[src/rtl/ps2_ascii_in.sv]
// PS/2 keyboard front end: synchronises the raw PS/2 lines, deframes set-2 scancodes,
// queues them and translates make codes to ASCII behind a valid/ready output stage.
module ps2_ascii_in #(
    parameter int FIFO_DEPTH  = 8,
    parameter int TIMEOUT_CYC = 50000
) (
    input  logic       clk,
    input  logic       reset,
    input  logic       ps2_clk,
    input  logic       ps2_data,
    input  logic       ascii_ready,
    output logic [7:0] ascii_out,
    output logic       ascii_valid,
    output logic       parity_err,
    output logic       overflow
);
    localparam int PTR_W = $clog2(FIFO_DEPTH);
    localparam int TMO_W = $clog2(TIMEOUT_CYC + 1);

    typedef enum logic [1:0] {IDLE, POP, DEC} state_t;

    function automatic logic [7:0] key_to_ascii(input logic [7:0] code,
                                                input logic shift_on,
                                                input logic caps_on);
        logic [7:0] ch;
        logic       letter;
        ch     = 8'h00;
        letter = 1'b1;
        case (code)
            8'h1C: ch = "a";  8'h32: ch = "b";  8'h21: ch = "c";  8'h23: ch = "d";
            8'h24: ch = "e";  8'h2B: ch = "f";  8'h34: ch = "g";  8'h33: ch = "h";
            8'h43: ch = "i";  8'h3B: ch = "j";  8'h42: ch = "k";  8'h4B: ch = "l";
            8'h3A: ch = "m";  8'h31: ch = "n";  8'h44: ch = "o";  8'h4D: ch = "p";
            8'h15: ch = "q";  8'h2D: ch = "r";  8'h1B: ch = "s";  8'h2C: ch = "t";
            8'h3C: ch = "u";  8'h2A: ch = "v";  8'h1D: ch = "w";  8'h22: ch = "x";
            8'h35: ch = "y";  8'h1A: ch = "z";
            default: letter = 1'b0;
        endcase
        // Letters fold to uppercase by clearing bit 5; caps lock never affects digits.
        if (letter && (shift_on ^ caps_on)) ch = ch - 8'd32;
        if (!letter) begin
            case (code)
                8'h45: ch = shift_on ? ")" : "0";
                8'h16: ch = shift_on ? "!" : "1";
                8'h1E: ch = shift_on ? "@" : "2";
                8'h26: ch = shift_on ? "#" : "3";
                8'h25: ch = shift_on ? "$" : "4";
                8'h2E: ch = shift_on ? "%" : "5";
                8'h36: ch = shift_on ? "^" : "6";
                8'h3D: ch = shift_on ? "&" : "7";
                8'h3E: ch = shift_on ? "*" : "8";
                8'h46: ch = shift_on ? "(" : "9";
                8'h29: ch = 8'h20;
                8'h5A: ch = 8'h0A;
                8'h66: ch = 8'h08;
                default: ch = 8'h00;
            endcase
        end
        return ch;
    endfunction

    logic [2:0]       clk_sync, data_sync;
    logic             clk_prev, fall;
    logic [3:0]       bit_cnt;
    logic [10:0]      shreg, frame_next;
    logic             frame_ok;
    logic [TMO_W-1:0] timer;
    logic [7:0]       byte_p1;
    logic             vld_p1;
    logic [7:0]       mem [FIFO_DEPTH];
    logic [PTR_W-1:0] wr_ptr, rd_ptr;
    logic [PTR_W:0]   count;
    logic             full, pop, push_ok;
    state_t           state_q, state_d;
    logic [7:0]       code_reg, dec_char;
    logic             shift, caps, brk, ext;

    always_ff @(posedge clk) begin
        if (reset) begin
            clk_sync <= 3'b111;
            clk_prev <= 1'b1;
        end else begin
            clk_sync <= {clk_sync[1:0], ps2_clk};
            clk_prev <= clk_sync[2];
        end
    end

    always_ff @(posedge clk) data_sync <= {data_sync[1:0], ps2_data};

    assign fall       = clk_prev & ~clk_sync[2];
    assign frame_next = {data_sync[2], shreg[10:1]};
    assign frame_ok   = ~frame_next[0] & frame_next[10] & (^frame_next[9:1]);

    // Stage p0 -> p1: deframing; a complete frame is checked on its 11th falling edge.
    always_ff @(posedge clk) begin
        if (fall) begin
            shreg   <= frame_next;
            byte_p1 <= frame_next[8:1];
        end
    end

    always_ff @(posedge clk) begin
        if (reset) begin
            bit_cnt    <= '0;
            timer      <= '0;
            vld_p1     <= 1'b0;
            parity_err <= 1'b0;
        end else begin
            vld_p1     <= 1'b0;
            parity_err <= 1'b0;
            if (fall) begin
                timer <= '0;
                if (bit_cnt == 4'd10) begin
                    bit_cnt    <= '0;
                    vld_p1     <= frame_ok;
                    parity_err <= ~frame_ok;
                end else begin
                    bit_cnt <= bit_cnt + 4'd1;
                end
            end else if (bit_cnt != '0) begin
                if (timer == TMO_W'(TIMEOUT_CYC - 1)) begin
                    bit_cnt <= '0;
                    timer   <= '0;
                end else begin
                    timer <= timer + 1'b1;
                end
            end else begin
                timer <= '0;
            end
        end
    end

    // Stage p1 -> FIFO: a pop in the same cycle frees the slot, so a full FIFO still accepts.
    assign full    = (count == (PTR_W + 1)'(FIFO_DEPTH));
    assign pop     = (state_q == POP);
    assign push_ok = vld_p1 & (~full | pop);

    always_ff @(posedge clk) begin
        if (push_ok) mem[wr_ptr] <= byte_p1;
        if (pop) code_reg <= mem[rd_ptr];
    end

    always_ff @(posedge clk) begin
        if (reset) begin
            wr_ptr   <= '0;
            rd_ptr   <= '0;
            count    <= '0;
            overflow <= 1'b0;
        end else begin
            if (push_ok) wr_ptr <= wr_ptr + 1'b1;
            if (pop) rd_ptr <= rd_ptr + 1'b1;
            case ({push_ok, pop})
                2'b10:   count <= count + 1'b1;
                2'b01:   count <= count - 1'b1;
                default: count <= count;
            endcase
            if (vld_p1 && full && !pop) overflow <= 1'b1;
        end
    end

    // FIFO -> decoder: IDLE waits for data and a free output slot, POP reads, DEC acts.
    always_ff @(posedge clk) begin
        if (reset) state_q <= IDLE;
        else       state_q <= state_d;
    end

    always_comb begin
        state_d = state_q;
        case (state_q)
            IDLE:    if (count != '0 && (!ascii_valid || ascii_ready)) state_d = POP;
            POP:     state_d = DEC;
            DEC:     state_d = IDLE;
            default: state_d = IDLE;
        endcase
    end

    assign dec_char = key_to_ascii(code_reg, shift, caps);

    always_ff @(posedge clk) begin
        if (reset) begin
            shift       <= 1'b0;
            caps        <= 1'b0;
            brk         <= 1'b0;
            ext         <= 1'b0;
            ascii_valid <= 1'b0;
            ascii_out   <= 8'h00;
        end else begin
            if (ascii_valid && ascii_ready) ascii_valid <= 1'b0;
            if (state_q == DEC) begin
                if (code_reg == 8'hF0) begin
                    brk <= 1'b1;
                end else if (code_reg == 8'hE0) begin
                    ext <= 1'b1;
                end else if (brk) begin
                    if (code_reg == 8'h12 || code_reg == 8'h59) shift <= 1'b0;
                    brk <= 1'b0;
                    ext <= 1'b0;
                end else if (ext) begin
                    ext <= 1'b0;
                end else if (code_reg == 8'h12 || code_reg == 8'h59) begin
                    shift <= 1'b1;
                end else if (code_reg == 8'h58) begin
                    caps <= ~caps;
                end else if (dec_char != 8'h00) begin
                    ascii_out   <= dec_char;
                    ascii_valid <= 1'b1;
                end
            end
        end
    end
endmodule

[config.mk]
export PLATFORM = sky130hd
export DESIGN_NAME = ps2_ascii_in
export DESIGN_NICKNAME = d
export VERILOG_FILES = /design/src/rtl/ps2_ascii_in.sv
export SDC_FILE = /design/constraint.sdc
export NUM_CORES = 1
export LEC_CHECK = 0
export ABC_AREA = 1
export CORE_MARGIN = 4
export CORE_UTILIZATION = 45
export CTS_BUF_LIST = sky130_fd_sc_hd__clkbuf_16
export DETAILED_ROUTE_END_ITERATION = 6
export GPL_TIMING_DRIVEN = 1
export PLACE_DENSITY = 0.66
export SLEW_MARGIN = 20
export SYNTH_ARGS = -nofsm -noshare
export SYNTH_HDL_FRONTEND = slang
export SYNTH_SLANG_ARGS = --single-unit
[constraint.sdc]
create_clock -name clk -period 2.83 [get_ports clk]
set_input_delay 0.849 -clock clk [delete_from_list [all_inputs] [get_ports clk]]
set_output_delay 0.849 -clock clk [all_outputs]
set_load 0.05 [all_outputs]
==> flow_metrics.env, run 1 <==
export IMPL_status="finished clean"
export IMPL_synth_seq_cells=137
export IMPL_viasPerCell=5.17
export IMPL_synthFlopType="edfxtp_1"
export IMPL_place_area_um2=6750
export IMPL_stdcell_area_um2=7350
export IMPL_async_flop_share_pct=0
export IMPL_max_freq_mhz=413
export IMPL_grt_max_degree=34
export IMPL_antenna_found_initial=0
export IMPL_cts_tree="done"
export IMPL_synth_top_area_share_pct=38.9
export IMPL_largest_reg_flops=64
export IMPL_r2r_start="state_q[0]"
export IMPL_grt_overflow=0
export IMPL_clk_pin_slew_ps=60
export IMPL_root_buffer="clkbuf_16"
export IMPL_tightest_slew_ps=571
export IMPL_clock_skew_ps=6.62
export IMPL_path_cells="clkdlybuf4s50_1"
export IMPL_slew_violations=0
export IMPL_via_count=4988
export IMPL_area_growth_pct=16.2
export IMPL_yosys_warnings=0
export IMPL_r2r_end="count[3]"
export IMPL_postCtsSetupBuffers=0
export IMPL_drt_initial_drc_count=422
export IMPL_final_seq_area_um2=3560
export IMPL_grt_total_usage_pct=17.3
export IMPL_postSynthAreaPerCell_um2=8.60
export IMPL_rr_worst_depth=13
export IMPL_endpoint_kind="output pin"
export IMPL_powerDensity_nw_per_um2=769
export IMPL_dr_pass1_iters=5
export IMPL_gp_congestion=0.846
export IMPL_min_to="data_sync[2]"
export IMPL_yosysTopAreaCell="edfxtp_1"
export IMPL_min_period_ps=2420
export IMPL_clk_latency_ps=410
export IMPL_wl_per_cell_um=13.8
export IMPL_coreArea_um2=13800
export IMPL_drv_cap=0
export IMPL_htreeDepth=4
export IMPL_drive_above_1_share_pct=8.29
export IMPL_drtAntennaViolNets=0
export IMPL_multi_input_area_um2=2410
export IMPL_die_w_um=127
export IMPL_numClockSinks=137
export IMPL_critical_path_slowest_cell="clkdlybuf4s50_1"
export IMPL_drc_errors=0
export IMPL_cts_resized=0
export IMPL_peakVddDrop_mv=0.466
export IMPL_crit_fanout=2
export IMPL_ctsHoldBuffers=0
export IMPL_tns_ps=0
export IMPL_insertedDiodeCount=0
export IMPL_top_regs="mem (64), timer (16), shreg (10)"
export IMPL_worstHoldStart="data_sync[1]"
export IMPL_nFillCells=1217
export IMPL_syn_inst=736
export IMPL_dieArea_um2=16000
export IMPL_p_leak_nw=2.95
export IMPL_final_common_cell="nor2_1"
export IMPL_synth_seq_area_share_pct=56.3
export IMPL_cp_required_ps=1980
export IMPL_portBuffers=15
export IMPL_r2r_slack_ps=540
export IMPL_wl_mm=13.3
export IMPL_rsz0062_at_grt="false"
export IMPL_cp_arrival_ps=1570
export IMPL_start_util_pct=45.8
export IMPL_cts_inserted_buffers=17
export IMPL_grt_pass1_wl_mm=22.4
export IMPL_syn_cell_area_um2=6330
export IMPL_hp_class="reg2reg"
export IMPL_finalSetupViolations=0
export IMPL_critical_path_class="reg2out"
export IMPL_critPathBufInv=1
export IMPL_yosys_top_cells_area="edfxtp_1 39%, dfxtp_1 17%, nor2_1 9.9%"
export IMPL_cpPeakStageDelay_ps=820
export IMPL_rows=43
export IMPL_relSlewSlack_pct=61.9
export IMPL_layout_common_cells="167 x nor2_1, 143 x nand2_1, 82 x edfxtp_1, 73 x inv_1, 55 x dfxtp_1"
export IMPL_nets=786
export IMPL_syn_nets=751
export IMPL_synth_edf_count=82
export IMPL_holdWs_ps=326
export IMPL_crit_family="buffers and inverters"
export IMPL_ios=16
export IMPL_whs_path_depth=0
export IMPL_crit_path_start_kind="flop"
export IMPL_cts_path_max_buffers=2
export IMPL_min_period_over_period_pct=85.5
export IMPL_die_h_um=127
export IMPL_first_global_vias=4895
export IMPL_largest_register="mem"
export IMPL_ys_types=35
export IMPL_dp_hpwl_mm=9.36
export IMPL_finalHoldViolations=0
worst max path at each step:
stage           startpoint           end  slack (ps)  depth (start not counted)
6_report          overflow      overflow         410                          1
5_1_grt        code_reg[7]  ascii_out[4]         230                         15
4_1_cts           overflow      overflow         400                          1
3_5_place_dp    state_q[0]      count[3]         550                         13
3_3_place_gp   code_reg[6]  ascii_out[5]         660                         15
2_1_floorplan   state_q[0]      count[3]         270                         13
power by group:
group	internal (mW)	leakage [nW]	switching (mW)	total (mW)
clock	1.46	0.298	0.792	2.25
combinational	0.359	1.47	0.760	1.12
sequential	2.22	1.18	0.0697	2.29
synthesized netlist by cell type (11+ instances only):
| cell | instances |
|---|---|
| dfxtp_1 | 55 |
| a21oi_1 | 28 |
| inv_1 | 72 |
| nor2_1 | 167 |
| clkbuf_1 | 11 |
| nand2_1 | 143 |
| nand3_1 | 32 |
| edfxtp_1 | 82 |
| o21ai_0 | 43 |
final cells by class:
| cell class | count | area share [%] |
|---|---|---|
| repair buffers | 31 | 3.68 |
| inverters | 74 | 3.78 |
| flip-flops and latches | 137 | 48.5 |
| multi-input cells | 510 | 32.8 |
| well taps | 180 | 3.06 |
| clock buffers | 17 | 5.79 |
| clock inverters | 15 | 2.48 |
cell families after synthesis:
logic type	after synthesis	synth area share [%]
compound gates	97	8.31
xor+xnor	16	2.22
fa+ha+maj	10	2.10
buf+inv	89	5.60
flops	137	56.3
simple gates	387	25.5
layer usage:
layer  wire length, µm  global-route usage (%)
met2              6530                    29.2
met1              5960                    21.5
met5                 0                       0
met3               495                    3.24
met4               340                    7.70
metrics by stage:
stage | utilization (%) | worst slack [ps] | power [mW] | instances
floorplan | - | 274 | 3.15 | 736
global placement | 48.8 | 658 | 3.42 | 932
detailed placement | 48.8 | 551 | 3.44 | 932
CTS | 53.2 | 396 | 5.69 | 964
global route | 53.2 | 228 | 5.94 | 964
finish | 53.2 | 410 | 5.66 | 964
(Power assumes the default switching activity.)
==> inputs of run 2 (changes only) <==
--- a/config.mk
+++ b/config.mk
@@ -8,7 +8,7 @@
 export ABC_AREA = 1
 export CORE_MARGIN = 4
 export CORE_UTILIZATION = 45
-export CTS_BUF_LIST = sky130_fd_sc_hd__clkbuf_16
+export CTS_BUF_LIST = sky130_fd_sc_hd__clkbuf_4
 export DETAILED_ROUTE_END_ITERATION = 6
 export GPL_TIMING_DRIVEN = 1
 export PLACE_DENSITY = 0.66
==> run 2 against run 1 <==
Flip-flop and latch count is the same. Critical path depth unchanged. Global-route usage fell by 0.15 points. Total power is 15% lower. Via count decreased by 0.60%. Register-to-register slack about the same. Sequential power is essentially flat. Utilization fell by 2.1 points. Critical path type unchanged. Highest routed layer unchanged.
==> flow_metrics.env, run 2 (synthesis results as in run 1) <==
export IMPL_cts_tree="done"
export IMPL_cts_resized=0
export IMPL_postCtsSetupBuffers=0
export IMPL_powerDensity_nw_per_um2=677
export IMPL_critical_path_class="reg2out"
export IMPL_min_period_ps=2560
export IMPL_cts_inserted_buffers=17
export IMPL_clk_pin_slew_ps=120
export IMPL_relSlewSlack_pct=61.2
export IMPL_critical_path_slowest_cell="clkdlybuf4s50_1"
export IMPL_crit_fanout=2
export IMPL_finalHoldViolations=0
export IMPL_start_util_pct=45.8
export IMPL_holdWs_ps=338
export IMPL_largest_reg_flops=64
export IMPL_viasPerCell=5.14
export IMPL_drtAntennaViolNets=0
export IMPL_grt_overflow=0
export IMPL_top_regs="mem (64), timer (16), shreg (10)"
export IMPL_startpoint="overflow"
export IMPL_final_common_cell="nor2_1"
export IMPL_rows=43
export IMPL_endpoint_kind="output pin"
export IMPL_final_cell_count_no_fill=964
export IMPL_wl_mm=13.2
export IMPL_tightest_slew_ps=582
export IMPL_gp_congestion=0.846
export IMPL_path_cells="clkdlybuf4s50_1"
export IMPL_p_leak_nw=2.82
export IMPL_peakVddDrop_mv=0.444
export IMPL_crit_family="buffers and inverters"
export IMPL_final_seq_area_um2=3560
export IMPL_drc_errors=0
export IMPL_area_growth_pct=11.6
export IMPL_first_global_vias=4817
export IMPL_max_freq_mhz=391
export IMPL_r2r_end="count[3]"
export IMPL_dieArea_um2=16000
export IMPL_place_ws_ps=551
export IMPL_critPathBufInv=1
export IMPL_layout_common_cells="167 x nor2_1, 143 x nand2_1, 82 x edfxtp_1, 72 x inv_1, 55 x dfxtp_1"
export IMPL_coreArea_um2=13800
export IMPL_dp_hpwl_mm=9.36
export IMPL_hp_class="reg2reg"
export IMPL_clock_skew_ps=15.5
export IMPL_dr_pass1_iters=5
export IMPL_ctsHoldBuffers=0
export IMPL_grt_pass1_wl_mm=22.2
export IMPL_numClockSinks=137
export IMPL_nets=786
export IMPL_via_count=4958
export IMPL_insertedDiodeCount=0
export IMPL_crit_cells=1
export IMPL_status="finished clean"
export IMPL_drt_initial_drc_count=403
export IMPL_critical_path_endpoint="overflow"
export IMPL_r2r_slack_ps=540
export IMPL_cp_required_ps=1980
export IMPL_dp_cells=932
export IMPL_cts_path_max_buffers=2
export IMPL_root_buffer="clkbuf_4"
export IMPL_wl_per_cell_um=13.7
export IMPL_grt_total_usage_pct=17.1
export IMPL_min_period_over_period_pct=90.4
export IMPL_die_w_um=127
export IMPL_clk_latency_ps=520
export IMPL_grt_max_degree=34
export IMPL_nFillCells=1272
export IMPL_cp_arrival_ps=1710
export IMPL_rsz0062_at_grt="false"
export IMPL_finalSetupViolations=0
export IMPL_antenna_found_initial=0
export IMPL_r2r_start="state_q[0]"
export IMPL_cpPeakStageDelay_ps=820
export IMPL_slew_violations=0
export IMPL_rr_worst_depth=13
export IMPL_largest_register="mem"
export IMPL_crit_path_start_kind="flop"
export IMPL_drv_cap=0
export IMPL_setup_ws_ps=271
export IMPL_tns_ps=0
export IMPL_multi_input_area_um2=2410
export IMPL_ios=16
export IMPL_die_h_um=127
export IMPL_drive_above_1_share_pct=8.42
export IMPL_portBuffers=15
export IMPL_htreeDepth=4
## run 2: changes by cell type in the layout (fill, tap and decap cells not counted), sizes merged
cell | previous run | this run
clkbuf | 17 | 18
inv | 75 | 74
## run 2: power by group
part / switching, mW / total (mW) / internal [mW]
registers: 0.0693 / 2.28 / 2.21
clock network: 0.679 / 1.38 / 0.702
logic: 0.759 / 1.12 / 0.359
total: 1.51 / 4.78 / 3.27
## run 2: stage by stage
step	utilization, %	power [mW]	instance area [µm²]
after detailed placement	48.8	3.44	6750
after floorplan	-	3.15	6330
final	51.1	4.78	7060
after CTS	51.1	4.81	7060
after global placement	48.8	3.42	6750
after global routing	51.1	5.06	7060
## run 2: cell type report
class | instances | area share (%)
Clock inverter | 14 | 2.53
Timing Repair Buffer | 31 | 3.83
Sequential cell | 137 | 50.5
Inverter | 74 | 3.93
Multi-Input combinational cell | 510 | 34.1
Tap cell | 180 | 3.19
Clock buffer | 18 | 1.91
## run 2: metal layers
metal	GRT usage, %	vias up	routed length (µm)	share of wire (%)
li1	-	2503	-	-
met1	21.3	2356	6060	46
met2	28.9	76	6440	49
met3	4.13	23	372	2.8
met4	6.56	0	310	2.4
met5	0	-	0	0
## run 2: how the worst min path moves through the flow
| stage | to | slack, ps | startpoint | cells past startpoint |
|---|---|---|---|---|
| global placement | data_sync[2] | 310 | data_sync[1] | 0 |
| global route | data_sync[2] | 350 | data_sync[1] | 0 |
| floorplan | data_sync[1] | 310 | data_sync[0] | 0 |
| finish | data_sync[2] | 340 | data_sync[1] | 0 |
| CTS | data_sync[2] | 340 | data_sync[1] | 0 |
| detailed placement | data_sync[2] | 320 | data_sync[1] | 0 |
==> inputs of run 3 (changes only) <==
--- a/config.mk
+++ b/config.mk
@@ -6,6 +6,7 @@
 export NUM_CORES = 1
 export LEC_CHECK = 0
 export ABC_AREA = 1
+export ABC_CLOCK_PERIOD_IN_PS = 2830
 export CORE_MARGIN = 4
 export CORE_UTILIZATION = 45
 export CTS_BUF_LIST = sky130_fd_sc_hd__clkbuf_4
==> results of run 3 <==
No change in the layout: final DEF, timing and power equal those of run 2.
